<file path="config.mk">
export PLATFORM = sky130hd
export DESIGN_NAME = ret_marker_injector
export DESIGN_NICKNAME = d
export VERILOG_FILES = /design/src/rtl/ret_marker_injector_pkg.sv /design/src/rtl/ret_marker_gen.sv /design/src/rtl/ret_marker_injector.sv
export SDC_FILE = /design/constraint.sdc
export NUM_CORES = 1
export LEC_CHECK = 0
export ABC_AREA = 0
export ABC_CLOCK_PERIOD_IN_PS = 1900
export CAP_MARGIN = 25
export CORE_AREA = 2 2 244 246
export DETAILED_ROUTE_END_ITERATION = 7
export DIE_AREA = 0 0 246 248
export GPL_TIMING_DRIVEN = 0
export SYNTH_ARGS = -nofsm -noshare
export SYNTH_HDL_FRONTEND = slang
export SYNTH_SLANG_ARGS = --single-unit
</file>
<file path="constraint.sdc">
create_clock -name clk_i -period 1.9 [get_ports clk_i]
set_input_delay 0.285 -clock clk_i [delete_from_list [all_inputs] [get_ports clk_i]]
set_output_delay 0.285 -clock clk_i [all_outputs]
set_load 0.005 [all_outputs]
</file>
<file path="src/rtl/ret_marker_injector_pkg.sv">
// Shared types and helpers for the return-marker CFI path: a trimmed
// scoreboard entry, the return predicate, marker defaults and the injector
// FSM state enum.
package ret_marker_injector_pkg;

   localparam int unsigned VLEN          = 64;
   localparam int unsigned XLEN          = 64;
   localparam int unsigned REG_ADDR_SIZE = 6;

   typedef enum logic [3:0] {
      NONE, LOAD, STORE, ALU, CTRL_FLOW, MULT, CSR
   } fu_t;

   typedef enum logic [7:0] {
      ADD, SUB, ADDW, XORL, ORL, ANDL, JALR, EQ, NE
   } fu_op;

   typedef struct packed {
      logic [XLEN-1:0] cause;
      logic [XLEN-1:0] tval;
      logic            valid;
   } exception_t;

   typedef struct packed {
      logic [VLEN-1:0]          pc;
      fu_t                      fu;
      fu_op                     op;
      logic [REG_ADDR_SIZE-1:0] rs1;
      logic [REG_ADDR_SIZE-1:0] rs2;
      logic [REG_ADDR_SIZE-1:0] rd;
      logic [XLEN-1:0]          result;
      logic                     valid;
      logic                     use_imm;
      logic                     use_zimm;
      logic                     use_pc;
      exception_t               ex;
      logic                     is_compressed;
   } scoreboard_entry_t;

   // Marker defaults: ADD x0, x0, 1
   localparam fu_op       DEF_NOP_OP  = ADD;
   localparam logic [4:0] DEF_NOP_RD  = 5'd0;
   localparam logic [4:0] DEF_NOP_RS1 = 5'd0;
   localparam logic [4:0] DEF_NOP_IMM = 5'd1;

   typedef enum logic [1:0] {
      ST_PASS     = 2'd0,
      ST_RET_OUT  = 2'd1,
      ST_MARK_OUT = 2'd2
   } ret_fsm_state_e;

   // A return is JALR x0, 0(x1) without a pending exception.
   function automatic logic is_ret(scoreboard_entry_t e);
      return (e.op == JALR) && (e.rd[4:0] == 5'd0) &&
             (e.rs1[4:0] == 5'd1) && !e.ex.valid;
   endfunction

endpackage

</file>
<file path="src/rtl/ret_marker_gen.sv">
// Combinational builder of the synthetic marker entry that follows a return.
// Only the return's pc is carried over; every other field is fixed.
module ret_marker_gen
   import ret_marker_injector_pkg::*;
#(
   parameter fu_op       NOP_OP  = DEF_NOP_OP,
   parameter logic [4:0] NOP_RD  = DEF_NOP_RD,
   parameter logic [4:0] NOP_RS1 = DEF_NOP_RS1,
   parameter logic [4:0] NOP_IMM = DEF_NOP_IMM
) (
   input  logic [VLEN-1:0]   pc_i,
   output scoreboard_entry_t marker_o
);

   // Zero everything, then fill in the marker fields
   always_comb begin
      marker_o         = '0;
      marker_o.pc      = pc_i;
      marker_o.fu      = ALU;
      marker_o.op      = NOP_OP;
      marker_o.rd      = REG_ADDR_SIZE'(NOP_RD);
      marker_o.rs1     = REG_ADDR_SIZE'(NOP_RS1);
      marker_o.result  = XLEN'(NOP_IMM);
      marker_o.use_imm = 1'b1;
   end

endmodule

</file>
<file path="src/rtl/ret_marker_injector.sv">
// One-entry registered stage that inserts a marker (ADD x0, x0, 1) after
// every valid return on the scoreboard-entry stream.
// Optional feature macro: ARIANE_RET_MARKER_CNT_EN enables the injection
// counter; without it inject_count_o is tied to zero and no counter flops
// exist.
module ret_marker_injector
   import ret_marker_injector_pkg::*;
#(
   parameter fu_op        NOP_OP  = DEF_NOP_OP,
   parameter logic [4:0]  NOP_RD  = DEF_NOP_RD,
   parameter logic [4:0]  NOP_RS1 = DEF_NOP_RS1,
   parameter logic [4:0]  NOP_IMM = DEF_NOP_IMM,
   parameter int unsigned CNT_W   = 32
) (
   input  logic              clk_i,
   input  logic              rst_ni,
   input  logic              flush_i,
   input  logic              entry_valid_i,
   output logic              entry_ready_o,
   input  scoreboard_entry_t entry_i,
   output logic              entry_valid_o,
   input  logic              entry_ready_i,
   output scoreboard_entry_t entry_o,
   output logic [CNT_W-1:0]  inject_count_o,
   output ret_fsm_state_e    state_o
);

   // Handshake: a transfer happens on a clock edge where valid && ready are
   // both high. A producer holding valid keeps its data stable until the
   // transfer and never withdraws valid except on flush or reset; ready may
   // depend combinationally on the consumer side.

   ret_fsm_state_e    state_q, state_d;
   logic              out_valid_q, out_valid_d;
   scoreboard_entry_t out_entry_q, out_entry_d;
   scoreboard_entry_t marker_entry;
   logic              up_accept;
   logic              dn_accept;

   // Upstream is only taken in PASS when the output slot frees up this cycle
   assign entry_ready_o = rst_ni && !flush_i && (state_q == ST_PASS) &&
                          (!out_valid_q || entry_ready_i);
   assign up_accept     = entry_valid_i && entry_ready_o;
   assign dn_accept     = out_valid_q && entry_ready_i;

   assign entry_valid_o = out_valid_q;
   assign entry_o       = out_entry_q;
   assign state_o       = state_q;

   // In RET_OUT the output register holds the return, so its pc seeds the marker
   ret_marker_gen #(
      .NOP_OP  (NOP_OP),
      .NOP_RD  (NOP_RD),
      .NOP_RS1 (NOP_RS1),
      .NOP_IMM (NOP_IMM)
   ) u_marker_gen (
      .pc_i     (out_entry_q.pc),
      .marker_o (marker_entry)
   );

   // Next-state and output-register update; flush overrides any acceptance
   always_comb begin
      state_d     = state_q;
      out_valid_d = out_valid_q;
      out_entry_d = out_entry_q;
      if (flush_i) begin
         state_d     = ST_PASS;
         out_valid_d = 1'b0;
      end else begin
         unique case (state_q)
            ST_PASS: begin
               if (up_accept) begin
                  out_valid_d = 1'b1;
                  out_entry_d = entry_i;
                  if (is_ret(entry_i)) state_d = ST_RET_OUT;
               end else if (dn_accept) begin
                  out_valid_d = 1'b0;
               end
            end
            ST_RET_OUT: begin
               if (dn_accept) begin
                  out_entry_d = marker_entry;
                  state_d     = ST_MARK_OUT;
               end
            end
            ST_MARK_OUT: begin
               if (dn_accept) begin
                  out_valid_d = 1'b0;
                  state_d     = ST_PASS;
               end
            end
            default: begin
               state_d     = ST_PASS;
               out_valid_d = 1'b0;
            end
         endcase
      end
   end

   // State and output register
   always_ff @(posedge clk_i or negedge rst_ni) begin
      if (!rst_ni) begin
         state_q     <= ST_PASS;
         out_valid_q <= 1'b0;
         out_entry_q <= '0;
      end else begin
         state_q     <= state_d;
         out_valid_q <= out_valid_d;
         out_entry_q <= out_entry_d;
      end
   end

`ifdef ARIANE_RET_MARKER_CNT_EN
   logic [CNT_W-1:0] cnt_q;
   logic             mark_done;

   // A marker counts only when it actually leaves, never on a flush cycle
   assign mark_done = !flush_i && (state_q == ST_MARK_OUT) && dn_accept;

   // Wrapping injection counter, kept across flushes
   always_ff @(posedge clk_i or negedge rst_ni) begin
      if (!rst_ni) begin
         cnt_q <= '0;
      end else if (mark_done) begin
         cnt_q <= cnt_q + CNT_W'(1);
      end
   end

   assign inject_count_o = cnt_q;
`else
   assign inject_count_o = '0;
`endif

endmodule

</file>
==> flow_summary.json, run 1 <==
{
  "reg2reg_to": "entry_o[244]",
  "path_class": "reg -> reg",
  "critPathMaxFanout": 10,
  "p_int_mw": 14.9,
  "antenna_found_initial": 1,
  "crit_required_ps": 2320,
  "post-route-period-util_pct": 95.5,
  "rsz0062_at_grt": "yes",
  "fp.dieW_um": 246,
  "vias": 10236,
  "io_buffers": 592,
  "area_growth_pct": 64.4,
  "rows": 89,
  "synth_area_sq_um": 13100,
  "routed_wl_um": 44000,
  "skew_ps": 15.4,
  "failed_checks": "negative hold slack",
  "p_comb_share_pct": 26.5,
  "arrival_ps": 2230,
  "rr_worst_depth": 6,
  "synth_warnings": 0,
  "final_common_cell": "clkdlybuf4s50_1",
  "path_clk_slew_ps": 60,
  "dpl_worst_slack_ps": -881,
  "cp-end-kind": "register",
  "place_hpwl_um": 33400,
  "final_cell_count_no_fill": 2626,
  "hold_ws_ps": -204,
  "rrSetupSlack_ps": 80,
  "synth_cell_types": 28,
  "synth_top_area_share_pct": 56.2,
  "wl_per_cell_um": 16.8,
  "clk_latency_ps": 540,
  "numCtsBuffers": 36,
  "p_sw_mw": 5.24,
  "nFillCells": 5789,
  "ctsHtreeMaxLevel": 2,
  "clock_sinks": 295,
  "fin_nets": 2132,
  "status": "finished, violations left",
  "ys_seq_area_share_pct": 56.2,
  "setup_viol": 0,
  "grt_usage_pct": 13.7,
  "die_y_um": 248,
  "pwr-share-clk_pct": 32.8,
  "final_cell_mix": "590 x clkdlybuf4s50_1, 293 x dfrtp_1, 228 x inv_1",
  "cellPowerDensity_nw_per_um2": 934,
  "ys_ff_latch": 295,
  "io_pins": 625,
  "die-area_sq_um": 61000,
  "power_frac_seq_pct": 40.8,
  "cts_tree": "yes",
  "root_buffer": "clkbuf_16",
  "grt_pass1_wl_um": 64200,
  "drt_iter0_drc": 264,
  "synth_top_cell_by_area": "dfrtp_1",
  "placed_cell_area_sq_um": 20200,
  "min_period_ps": 1820,
  "worst_pin_slew_ps": 671,
  "netlist_instances": 1160,
  "avgSynthCellArea_sq_um": 11.3,
  "setup_ws_ps": 84.8,
  "ir_worst_vdd_mv": 0.707,
  "diodes": 0,
  "grt_max_degree": 112,
  "globalplace.congestion": 0.846,
  "final_area_sq_um": 21600,
  "grt_pass1_vias": 11095,
  "drive_gt1_share_pct": 11.9,
  "slew_headroom_pct": 55.3,
  "dp.cells": 2558,
  "ant_nets": 0,
  "first_pass_iters": 4,
  "drv_cap": 0,
  "start_util_pct": 22.5,
  "hold_viol": 220,
  "slew_violations": 0,
  "drc": 0,
  "startpoint_type": "register",
  "fmax_mhz": 551,
  "r2r_start": "state_o[0]",
  "power_mw": 20.2,
  "coreArea_sq_um": 58500,
  "clockBufferDepth": 3,
  "swShare_pct": 26.0,
  "grt_overflow": 0,
  "total_leakage_power_nw": 10.1,
  "worstHoldPathType": "in -> async",
  "synthTopCellsByArea": "dfrtp_1 56%, mux2i_1 17%, inv_1 6.5%",
  "viasPerCell": 3.90
}
## metrics by stage
stage                     TNS (ps)  util [%]  hold slack, ps
after floorplan                  0         -           -10.6
after global placement    -7183190      34.4             488
after detailed placement   -230010      34.5             326
after CTS                        0      36.6            -341
after global routing          -313      36.9            -169
final                            0      36.9            -204
## power groups by stage
stage                     sequential, mW  clock, mW  combinational [mW]
after global routing                8.36       7.08                5.83
final                               8.22       6.60                5.34
after CTS                           8.23       6.87                5.40
after floorplan                     8.34          0                1.43
after detailed placement            8.31          0                5.36
after global placement              8.27          0                5.29
## worst max-delay path: stages (launching register included)
cell      delay, ps
dfrtp_2         430
and3b_2         230
o211ai_1         80
buf_4           150
clkbuf_4        210
buf_4           230
mux2_2          360
## worst max path at each step
stage,start,endpoint,slack (ps),cells after the start
finish,state_o[0],entry_o[244],80,6
global route,state_o[0],entry_o[219],-40,6
CTS,state_o[0],entry_o[223],10,5
detailed placement,rst_ni,entry_o[217],-880,8
global placement,rst_ni,entry_o[102],-12960,1
floorplan,state_o[0],entry_o[228],310,5
## cell families after synthesis
family                 count (synthesis)  share of synthesized area (%)
buffers and inverters                319                           13.2
AO/OA/AOI/OAI                          7                          0.353
AND/OR/NAND/NOR                      246                           7.36
multiplexers                         292                           22.9
other                                  1                         0.0286
flip-flops                           295                           56.2
## cell usage after synthesis
cell type	count
and3b_1	1
buf_2	6
buf_12	22
nor2b_1	1
inv_1	229
nand3_1	3
buf_6	4
nor2_1	6
clkbuf_1	22
mux2i_1	228
nor4b_1	1
and2_1	1
nand2_1	226
o31ai_1	1
nor4bb_1	1
buf_4	36
o211ai_1	1
nor3_1	1
or2b_1	1
o21ai_0	2
a21oi_1	2
mux2_2	64
o221a_1	1
conb_1	1
nand3b_1	1
nor3b_1	1
dfrtp_1	295
nor4_1	2
## layout make-up
| cell class | instances | area (sq um) | area share [%] |
|---|---|---|---|
| multi-input combinational | 577 | 4150 | 19.2 |
| tap | 773 | 967 | 4.48 |
| clock inverter | 7 | 72.6 | 0.336 |
| timing repair buffer | 606 | 6210 | 28.8 |
| sequential | 295 | 7380 | 34.2 |
| buffer | 90 | 906 | 4.20 |
| inverter | 229 | 860 | 3.98 |
| clock buffer | 49 | 1030 | 4.78 |
## sequential cells by signal, summed over array words and instances (netlist names)
register       cells
state_o            2
entry_valid_o      1
entry_o          292
## metal layers
metal,part of all wire (%),GRT usage (%)
met1,38,15.2
met2,50,24.0
met3,9.0,5.03
met4,2.7,4.63
met5,0.030,0
## timing repair
action / 4_1_cts / 5_1_grt
cloned: 1 / 1
endpoints found under the setup margin: 270 / 242
resized for setup: 28 / 10
pin swaps: 1 / 2
hold endpoints to repair: 75 / 129
buffers inserted: 2 / 2
(Power assumes the default switching activity.)
==> inputs of run 2 (changes only) <==
--- a/config.mk
+++ b/config.mk
@@ -6,11 +6,11 @@
 export NUM_CORES = 1
 export LEC_CHECK = 0
 export ABC_AREA = 0
-export ABC_CLOCK_PERIOD_IN_PS = 1900
+export ABC_CLOCK_PERIOD_IN_PS = 2220
 export CAP_MARGIN = 25
-export CORE_AREA = 2 2 244 246
+export CORE_AREA = 2 2 240 242
 export DETAILED_ROUTE_END_ITERATION = 7
-export DIE_AREA = 0 0 246 248
+export DIE_AREA = 0 0 242 244
 export GPL_TIMING_DRIVEN = 0
 export SYNTH_ARGS = -nofsm -noshare
 export SYNTH_HDL_FRONTEND = slang
==> constraint.sdc (replaced) <==
create_clock -name clk_i -period 2.22 [get_ports clk_i]
set_input_delay 0.333 -clock clk_i [delete_from_list [all_inputs] [get_ports clk_i]]
set_output_delay 0.333 -clock clk_i [all_outputs]
set_load 0.005 [all_outputs]
==> run 2 against run 1 <==
Net effect: the flow still finishes with violations (negative hold slack); die area decreased by 3.2%; register-to-register slack improved by 120 ps; worst hold slack got worse by 74 ps; core utilization increased by 1.4 points; flip-flop and latch count unchanged; clock-buffer cell count up 2; sequential power fell by 14%; wire length shrank 0.86%; clock power down 4.4%; setup slack improved by 68 ps; cell count shrank 0.61%; clock skew shrank 0.66 ps; critical path type is now reg -> out; critical endpoint is now entry_ready_o; largest cell class unchanged.
==> flow_summary.json, run 2 (synthesis gave the netlist of run 1 again) <==
{
  "drive_gt1_share_pct": 11.0,
  "critPathMaxFanout": 5,
  "globalplace.congestion": 0.848,
  "largest_reg_flops": 292,
  "routed_wl_um": 43600,
  "min_period_ps": 2070,
  "hold_viol": 70,
  "status": "finished, violations left",
  "numCtsBuffers": 37,
  "startpoint_type": "register",
  "path_clk_slew_ps": 60,
  "grt_pass1_wl_um": 66000,
  "die_y_um": 244,
  "drc": 0,
  "ant_nets": 0,
  "viasPerCell": 3.89,
  "crit_chain": "nor2_2 -> o21ai_0 -> nor3b_1 -> dlygate4sd2_1",
  "path_class": "reg -> out",
  "grt_pass1_vias": 11097,
  "worstHoldPathType": "in -> async",
  "final_common_cell": "clkdlybuf4s50_1",
  "grt_overflow": 0,
  "area_growth_pct": 63.8,
  "clock_sinks": 295,
  "cellPowerDensity_nw_per_um2": 831,
  "ir_worst_vdd_mv": 0.519,
  "first_pass_iters": 4,
  "slew_headroom_pct": 58.0,
  "clockBufferDepth": 3,
  "crit_required_ps": 1890,
  "cp-end-kind": "primary output",
  "setup_viol": 0,
  "arrival_ps": 1730,
  "antenna_found_initial": 4,
  "final_area_sq_um": 21500,
  "vias": 10148,
  "root_buffer": "clkbuf_16",
  "fmax_mhz": 484,
  "crit_slowest_cell": "dfrtp_1",
  "grt_max_degree": 112,
  "fin_nets": 2122,
  "failed_checks": "negative hold slack",
  "cts_tree": "yes",
  "placed_cell_area_sq_um": 20200,
  "hold_ws_ps": -278,
  "skew_ps": 14.8,
  "clk_latency_ps": 540,
  "coreArea_sq_um": 56200,
  "slew_violations": 0,
  "power_mw": 17.9,
  "post_cts_buffers": 0,
  "post-route-period-util_pct": 93.1,
  "die-area_sq_um": 59000,
  "drv_cap": 0,
  "path_delay_family": "flip-flops",
  "grt_usage_pct": 14.4,
  "io_pins": 625,
  "ctsHtreeMaxLevel": 2,
  "final_cell_mix": "590 x clkdlybuf4s50_1, 295 x dfrtp_1, 229 x inv_1",
  "io_buffers": 592,
  "start_util_pct": 23.4,
  "wl_per_cell_um": 16.7,
  "rows": 87,
  "place_hpwl_um": 33500,
  "fp.dieW_um": 242,
  "total_leakage_power_nw": 10.1,
  "drt_iter0_drc": 280,
  "cp.buffers_inverters": 1,
  "rsz0062_at_grt": "no",
  "worst_pin_slew_ps": 629,
  "max_stage_delay_ps": 430
}
run 2: cell count changes in the layout (fill, tap and decap cells not counted), moves of 2 or more:
| cell | before | now |
|---|---|---|
| dfrtp_2 | 2 | 0 |
| buf_1 | 0 | 2 |
| clkbuf_1 | 11 | 18 |
| clkbuf_2 | 15 | 8 |
| buf_4 | 43 | 36 |
| dfrtp_1 | 293 | 295 |
| bufinv_16 | 1 | 4 |
| buf_16 | 7 | 2 |
| diode_2 | 0 | 3 |
| clkinv_2 | 2 | 5 |
| dlygate4sd3_1 | 2 | 0 |
run 2: path summary, 6_finish.rpt:
| check | start | cells after the start | slack [ps] | to |
|---|---|---|---|---|
| min in group clk_i | entry_i[138] | 3 | 340 | entry_o[138] |
| hold reg to reg | entry_o[252] | 1 | 500 | entry_o[252] |
| max in group asynchronous | rst_ni | 2 | 1540 | entry_o[58] |
| setup reg to reg | state_o[0] | 6 | 200 | entry_o[175] |
| setup / recovery | state_o[1] | 4 | 150 | entry_ready_o |
| hold / removal | rst_ni | 1 | -280 | entry_o[206] |
run 2: what timing repair did:
item | 4_1_cts | 5_1_grt
setup endpoints to repair | 260 | 88
cloned | 1 | 0
gates resized for setup | 5 | 14
hold endpoints to repair | 70 | 70
run 2: where the power goes:
| part | internal [mW] | switching, mW |
|---|---|---|
| clock | 3.88 | 2.43 |
| combinational | 2.96 | 1.58 |
| sequential | 6.43 | 0.591 |
| total | 13.3 | 4.61 |
run 2: routing by layer:
| metal | vias up | GRT usage, % | part of all wire [%] |
|---|---|---|---|
| met5 | - | 0 | 0.030 |
| met4 | 2 | 6.34 | 4.1 |
| met3 | 88 | 5.11 | 8.0 |
| met2 | 381 | 25.0 | 49 |
| met1 | 4818 | 16.1 | 38 |
| li1 | 4859 | - | - |
run 2: area by class of cell:
type	instances	area, sq um
diodes	3	7.51
plain buffers	90	881
clock buffers	51	1080
clock inverters	14	186
fillers	5572	34700
inverters	229	860
multi-input cells	577	4140
flip-flops and latches	295	7380
well taps	756	946
repair buffers	595	6020
run 2: metrics by stage:
stage                     hold WS [ps]  instances  util, %  TNS (ps)  setup slack, ps
after global routing              -287       2608     38.3         0             15.0
final                             -278       2610     38.3         0              153
after detailed placement           361       2541     35.9   -182460             -735
after floorplan                   37.4       1191        -         0              628
after global placement             487       2539     35.8  -7076920           -12740
after CTS                         -222       2607     38.2         0             6.33
run 2: worst register-to-register path, cell delays in order, from the launching register on:
cell and delay [ps]:
dfrtp_1 460, or2b_1 180, buf_2 250, buf_2 370
clkbuf_1 410, nand2_1 120, mux2i_1 160
